==> src/rtl/speaker_pcm.sv <==
// Turns the ucom43 1-bit speaker line into 16-bit unsigned PCM for the audio mixer.
// The chain is: synchroniser, per-sample up/down window, fractional strobe, one-pole IIR, and idle fade.
// state  | meaning
// S_IDLE | no recent speaker activity; window value forced to 0 so output fades to midpoint
// S_RUN  | speaker toggling; idle_cnt counts strobes since the last window with an edge
module speaker_pcm #(
  parameter int CLK_HZ       = 20000000,
  parameter int SAMPLE_HZ    = 48000,
  parameter int AMPL         = 16383,
  parameter int GAIN_SHL     = 6,
  parameter int SHIFT        = 4,
  parameter int IDLE_SAMPLES = 4800
) (
  input  logic        clk,
  input  logic        reset_n,
  input  logic        spk,
  input  logic        mute,
  output logic [15:0] audio_out,
  output logic        sample_strobe,
  output logic        active
);

  localparam int ACC_W  = $clog2(CLK_HZ) + 1;
  localparam int IDLE_W = $clog2(IDLE_SAMPLES + 1);
  localparam logic [ACC_W-1:0]   SAMPLE_INC = ACC_W'(SAMPLE_HZ);
  localparam logic [ACC_W-1:0]   CLK_MOD    = ACC_W'(CLK_HZ);
  localparam logic [IDLE_W-1:0]  IDLE_LAST  = IDLE_W'(IDLE_SAMPLES - 1);
  localparam logic signed [31:0] AMPL_W     = 32'(AMPL);
  localparam logic signed [17:0] X_MAX      = 18'(AMPL);
  localparam logic signed [17:0] D_LIM      = 18'sd1 <<< SHIFT;

  typedef enum logic {S_IDLE, S_RUN} state_t;

  state_t              state, state_nxt;
  logic [IDLE_W-1:0]   idle_cnt, idle_nxt;
  logic                s1, s2, s3;
  logic                spk_edge, edge_seen;
  logic [ACC_W-1:0]    acc, acc_sum, acc_nxt;
  logic                strb;
  logic signed [11:0]  w, w_closed;
  logic signed [31:0]  w_ext, w_gain;
  logic signed [17:0]  x, y, d, y_nxt;
  logic [15:0]         ys, pcm_nxt;

  // acc never exceeds CLK_HZ + SAMPLE_HZ, which fits in ACC_W bits
  always_comb begin
    acc_sum = acc + SAMPLE_INC;
    strb    = (acc_sum >= CLK_MOD);
    acc_nxt = strb ? (acc_sum - CLK_MOD) : acc_sum;
  end

  always_comb begin
    spk_edge = s2 ^ s3;
    w_closed = w + (s2 ? 12'sd1 : -12'sd1);
    w_ext    = {{20{w_closed[11]}}, w_closed};
    w_gain   = w_ext <<< GAIN_SHL;
    if (w_gain > AMPL_W)       x = X_MAX;
    else if (w_gain < -AMPL_W) x = -X_MAX;
    else                       x = w_gain[17:0];
    if (state == S_IDLE) x = 18'sd0;
    d = x - y;
    // the +/-1 tail lets y land exactly on x instead of stalling within 2^SHIFT of it
    if ((d >= D_LIM) || (d <= -D_LIM)) y_nxt = y + (d >>> SHIFT);
    else if (d > 18'sd0)               y_nxt = y + 18'sd1;
    else if (d < 18'sd0)               y_nxt = y - 18'sd1;
    else                               y_nxt = y;
    if (y_nxt > 18'sd32767)       ys = 16'h7FFF;
    else if (y_nxt < -18'sd32768) ys = 16'h8000;
    else                          ys = y_nxt[15:0];
    pcm_nxt = {~ys[15], ys[14:0]};
  end

  always_comb begin
    state_nxt = state;
    idle_nxt  = idle_cnt;
    active    = (state == S_RUN);
    case (state)
      S_IDLE: begin
        if (spk_edge) begin
          state_nxt = S_RUN;
          idle_nxt  = '0;
        end
      end
      S_RUN: begin
        if (strb) begin
          if (spk_edge || edge_seen) begin
            idle_nxt = '0;
          end else if (idle_cnt == IDLE_LAST) begin
            state_nxt = S_IDLE;
            idle_nxt  = '0;
          end else begin
            idle_nxt = idle_cnt + IDLE_W'(1);
          end
        end
      end
      default: state_nxt = S_IDLE;
    endcase
  end

  always_ff @(posedge clk or negedge reset_n) begin
    if (!reset_n) begin
      state    <= S_IDLE;
      idle_cnt <= '0;
    end else begin
      state    <= state_nxt;
      idle_cnt <= idle_nxt;
    end
  end

  always_ff @(posedge clk or negedge reset_n) begin
    if (!reset_n) begin
      s1            <= 1'b0;
      s2            <= 1'b0;
      s3            <= 1'b0;
      acc           <= '0;
      w             <= '0;
      y             <= '0;
      edge_seen     <= 1'b0;
      sample_strobe <= 1'b0;
      audio_out     <= 16'h8000;
    end else begin
      s1            <= spk;
      s2            <= s1;
      s3            <= s2;
      acc           <= acc_nxt;
      sample_strobe <= strb;
      if (strb) begin
        w         <= '0;
        y         <= y_nxt;
        edge_seen <= 1'b0;
        audio_out <= mute ? 16'h8000 : pcm_nxt;
      end else begin
        w <= w_closed;
        if (spk_edge) edge_seen <= 1'b1;
      end
    end
  end

endmodule
==> config.mk <==
export PLATFORM = sky130hd
export DESIGN_NAME = speaker_pcm
export DESIGN_NICKNAME = d
export VERILOG_FILES = /design/src/rtl/speaker_pcm.sv
export SDC_FILE = /design/constraint.sdc
export NUM_CORES = 1
export LEC_CHECK = 0
export CAP_MARGIN = 20
export CORE_UTILIZATION = 29
export CTS_CLUSTER_DIAMETER = 200
export DETAILED_ROUTE_END_ITERATION = 8
export DONT_BUFFER_PORTS = 1
export PLACE_DENSITY = 0.45
export SLEW_MARGIN = 40
export SYNTH_ARGS = -nofsm -noshare
export SYNTH_HDL_FRONTEND = slang
export SYNTH_SLANG_ARGS = --single-unit
==> constraint.sdc <==
create_clock -name clk -period 8.2 [get_ports clk]
set_input_delay 1.64 -clock clk [delete_from_list [all_inputs] [get_ports clk]]
set_output_delay 1.64 -clock clk [all_outputs]
set_load 0.005 [all_outputs]
# Word level (Yosys, flattened, before mapping)
# Cells that the tools add are included.
# W data, S select, Z words.
# totals
reg_bits	91
latchBits	0
ramBits	0
rom_bits	0
input_bits	4
output_inout_bits	18
word_cells	62
mem_count	0
# op_classes
addsub	8
multipliers	0
div	0
order_cmp	9
eq_ne	3
shift	0
mux	24
bitwise	3
reduce_logical	4
# ops
cell	count
$mux W18	6
$mux W13	4
$mux W16	3
$add A26 B16 Y26 const B	1
$ge A26 B25 Y1 const B	1
$mux W26	1
$pmux W13 S2	1
$sub A26 B25 Y26 const B	1
$mux W12	2
$add A18 B14 Y18	1
$add A18 B2 Y18 const B	1
$ge A18 B6 Y1 const B	1
$gt A18 B1 Y1 const B	1
$gt A18 B15 Y1 const B	1
$gt A18 B16 Y1 const B	1
$le A18 B5 Y1 const B	1
$lt A18 B1 Y1 const B	1
$lt A18 B15 Y1 const B	1
$lt A18 B16 Y1 const B	1
$sub A18 B18 Y18	1
$sub A18 B2 Y18 const B	1
$add A13 B1 Y13 const B	1
$eq A13 B13 Y1 const B	1
$add A12 B12 Y12	1
other kinds (9)	16

# Logic depth before layout (Yosys ltp)
# logic_depth
ltp_word	16
mapped_depth	35
ltp_nobuf	34

# Worst setup path after synthesis
# Ideal clock, no wire load.
# synth_timing
kind	reg-to-reg
startpoint	register s2
endpoint	register audio_out[14]
setup_time_ns	0.119
t_arrival_ns	7.072
required_time_ns	8.081
path_slack_ns	1.009
path_stages_with_launch	34
path_buffers	1
synth_period_minus_slack_ns	7.191
path_cell_list	dfrtp_1 -> inv_1 -> fa_1 -> a21o_1 -> a221oi_2 -> o21ai_1 -> a21o_1 -> xnor2_1 -> nor4_1 -> nand2_1 -> ha_1 -> o21ai_0 -> ha_1 -> inv_1 -> fa_1 -> a21o_1 -> a22o_1 -> o22ai_2 -> o21ai_0 -> xor2_1 -> ha_1 -> a21o_1 -> or3_1 -> o32a_1 -> a211oi_1 -> o31ai_1 -> a21oi_1 -> xnor2_1 -> mux2i_1 -> mux2i_4 -> a221oi_2 -> buf_4 -> a21oi_1 -> o21ba_1
# synth_via
elab_chain_cells	15
word_cells_on_any_way	22
cone_classes	3 x add/sub; 8 x order compare; 10 x mux; 1 x reduce/logical
# synth_rtl
item	line_no	rtl
from (decl)	36	logic s1, s2, s3;
from (signal assigned)	113	s2 <= 1'b0;
from (signal assigned)	123	s2 <= s1;
$mux W12 *	54	w_closed = w + (s2 ? 12'sd1 : -12'sd1);
$add A12 B12 Y12 *	54	
$lt A18 B15 Y1	58	else if (w_gain < -AMPL_W) x = -X_MAX;
$mux W18	58	
$mux W18 *	57	if (w_gain > AMPL_W) x = X_MAX;
$mux W18 *	60	if (state == S_IDLE) x = 18'sd0;
$sub A18 B18 Y18 *	61	d = x - y;
$lt A18 B1 Y1	65	else if (d < 18'sd0) y_nxt = y - 18'sd1;
$mux W18	65	
$mux W18	64	else if (d > 18'sd0) y_nxt = y + 18'sd1;
$mux W18 *	63	if ((d >= D_LIM) || (d <= -D_LIM)) y_nxt = y + (d >>> SHIFT);
$lt A18 B16 Y1	68	else if (y_nxt < -18'sd32768) ys = 16'h8000;
$mux W16	68	
$mux W16 *	67	if (y_nxt > 18'sd32767) ys = 16'h7FFF;
$mux W16 *	131	audio_out <= mute ? 16'h8000 : pcm_nxt;
to (signal assigned)	131	
to (decl)	18	output logic [15:0] audio_out,
# Mark *: on every way between the ends. The rest lies on a longest branch, timed or not.
# A chain may end at the register's enable or synchronous reset.

# Worst setup path in the final report
# layout_timing
startpoint	register s2
endpoint	register audio_out[9]
# Same word-level chain as after synthesis.

==> results.txt <==
Final hold vios -> 0
Initial cell density of the core -> 29.6%
H-tree lvl count -> 3
Global-route wire length before repair -> 34.7 mm
Synth Cell Area -> 7720 µm²
Max-cap violation count -> 0
Worst-margin pin slew -> 731 ps
DR WL/cell -> 16.9 µm
EDFF count, synth -> 0
Worst EP required -> 8490 ps
Overall die area -> 27300 µm²
Chip width -> 165 µm
# fillers -> 2741
Clk slew on worst S/H paths -> 70 ps
Yosys Warn Count -> 0
Multi-input gate area -> 5370 µm²
Max-slew violations -> 0
Storage cell area -> 2100 µm²
Post-CTS Hold Buffers -> 0
Ys flop type -> dfrtp_1
Root Buffer -> clkbuf_16
CTS tree -> built
Initial DRC Count -> 388
Num CTS Buffers -> 9
Crit Path Category -> reg2reg
Worst setup SP type -> flop
Worst-case clock buffer depth -> 2
Dpl cell area -> 8190 µm²
Post-Synthesis Cells -> 927
Reg2reg path depth -> 33
Tot GR Track Use -> 16.4%
Vias in the first global route -> 6553
Final Cell Area -> 8600 µm²
Core area -> 26100 µm²
Crit path capture type -> flop
Mapped Nets -> 988
Post-route ant nets -> 0
Row count -> 59
Vias per inst -> 5.35
Hold path cells -> 0
Area growth syn-to-layout -> 11.4%
DRT Pass-1 Iters -> 5
Final GP Congestion -> 0.846
Worst skew pair latency -> 360 ps
Congestion Overflow GR -> 0
#FFs+latches synth -> 84
Hold Path Class -> reg2reg
I/O pin total -> 22
Finish-stage setup viols -> 0
Most frequent cells in the layout -> 82 x dfrtp_1, 81 x a21oi_1, 72 x nor2_1
Via count -> 6844
CP most frequent cell -> a21o_1
Crit path DAT -> 8050 ps
Final nets -> 1000
Ys async rst share -> 100%
Relative slew margins -> 51.1%
Slowest library cell on the worst path -> fa_2
Port Buffer Count -> 0
Clk_skew -> 17.7 ps
Clock sink total -> 84
Die height -> 165 µm
Period utilization -> 94.7%
Final min period -> 7760 ps
Status -> complete, no violations
Fmax -> 0.129 GHz
Post-synthesis area per instance -> 8.33 µm²
Max stage delay on crit path -> 440 ps
Seq/Total Area, Yosys -> 27.3%
Most common cell after layout, fill and taps aside -> dfrtp_1
HPWL Detailed -> 16.3 mm
Cell variety after synth -> 92
Layout cell share with drive strength beyond 1 -> 10.6%
Final Util -> 33.0%
DRT Wirelength -> 21.6 mm
N_diodes -> 0
Maximum number of pins on one net before global-route repair -> 85
Crit Path Max Fanout -> 7
DRC -> 0
Initial antenna violation count -> 0
[routing by layer]
layer  global-route usage, %  part of all wire (%)  wire length, µm  vias to the layer above
li1                        -                     -                -                     3422
met1                    22.5                    49            10600                     3280
met2                    26.2                    46             9990                      115
met3                    2.50                   2.9              634                       27
met4                    5.17                   1.8              397                        0
met5                       0                     0                0                        -
[registers in the layout, indices dropped and copies added (netlist names)]
name	count
audio_out	16
s3	1
y	18
idle_cnt	13
s2	1
active	1
s1	1
w	12
sample_strobe	1
edge_seen	1
acc	19
[repair_timing]
item / in CTS / in global routing
endpoints found under the hold margin: 0 / 0
endpoints found under the setup margin: 0 / 15
resized for setup: 0 / 15
setup buffers: 0 / 4
[path summary, 6_finish.rpt]
path                          from       endpoint  slack, ps
hold reg to reg                 s1             s2        360
setup / recovery                s2   audio_out[9]        440
max in group asynchronous  reset_n  audio_out[15]       7010
hold / removal                  s1             s2        360
setup reg to reg                s2   audio_out[9]        440
min in group asynchronous  reset_n           y[3]        970
[cells by family after synthesis]
group | count (synthesis) | synth area share [%]
and+or+nand+nor | 331 | 22.4
muxes | 15 | 2.16
buffers and inverters | 76 | 4.18
adders and majority gates | 57 | 9.53
AOI/OAI and AO/OA | 284 | 25.1
DFF | 84 | 27.3
xor gates and xnor gates | 80 | 9.37
[final cells by class]
type                    instances  area share (%)
inverters                      51            2.33
clock buffers                  10            2.78
clock inverters                 6           0.829
repair buffers                 26            2.31
well taps                     335            4.87
flip-flops and latches         84            24.5
multi-input cells             767            62.4
[cells in the mapped netlist (all sizes together), types with 13 or more instances]
cell type	n	share of area (%)
nand2b	32	2.6
nor3	16	1.0
xnor2	54	6.2
nor2	74	3.6
buf	13	1.1
nand3	30	1.9
dfrtp	83	27
ha	54	8.8
and3	31	2.6
nand4	16	1.3
nand2	71	3.5
o21ai	66	4.3
a21oi	95	6.7
xor2	25	2.8
a21o	15	1.5
o21a	17	1.8
inv	50	2.5
[critical path: cells and delay by family (launching register included)]
kind                       cells  cell delay, ps
xor gates and xnor gates       3             600
AOI/OAI and AO/OA             16            3300
DFF                            1             390
and+or+nand+nor                4            1010
buffers and inverters          3             420
adders and majority gates      5            1610
muxes                          2             360
[metrics by stage]
stage / setup TNS [ps] / hold WS [ps] / worst slack [ps] / instances
2_1_floorplan: 0 / 331 / 1010 / 927
3_3_place_gp: 0 / 345 / 235 / 1258
3_5_place_dp: 0 / 349 / 92.4 / 1258
4_1_cts: 0 / 364 / 55.8 / 1274
5_1_grt: -3.82 / 368 / -3.82 / 1279
6_report: 0 / 357 / 438 / 1279
Power is left out: the tool's default activity adds up to more than one toggle a clock period on the data nets, which glitch-free logic cannot reach.
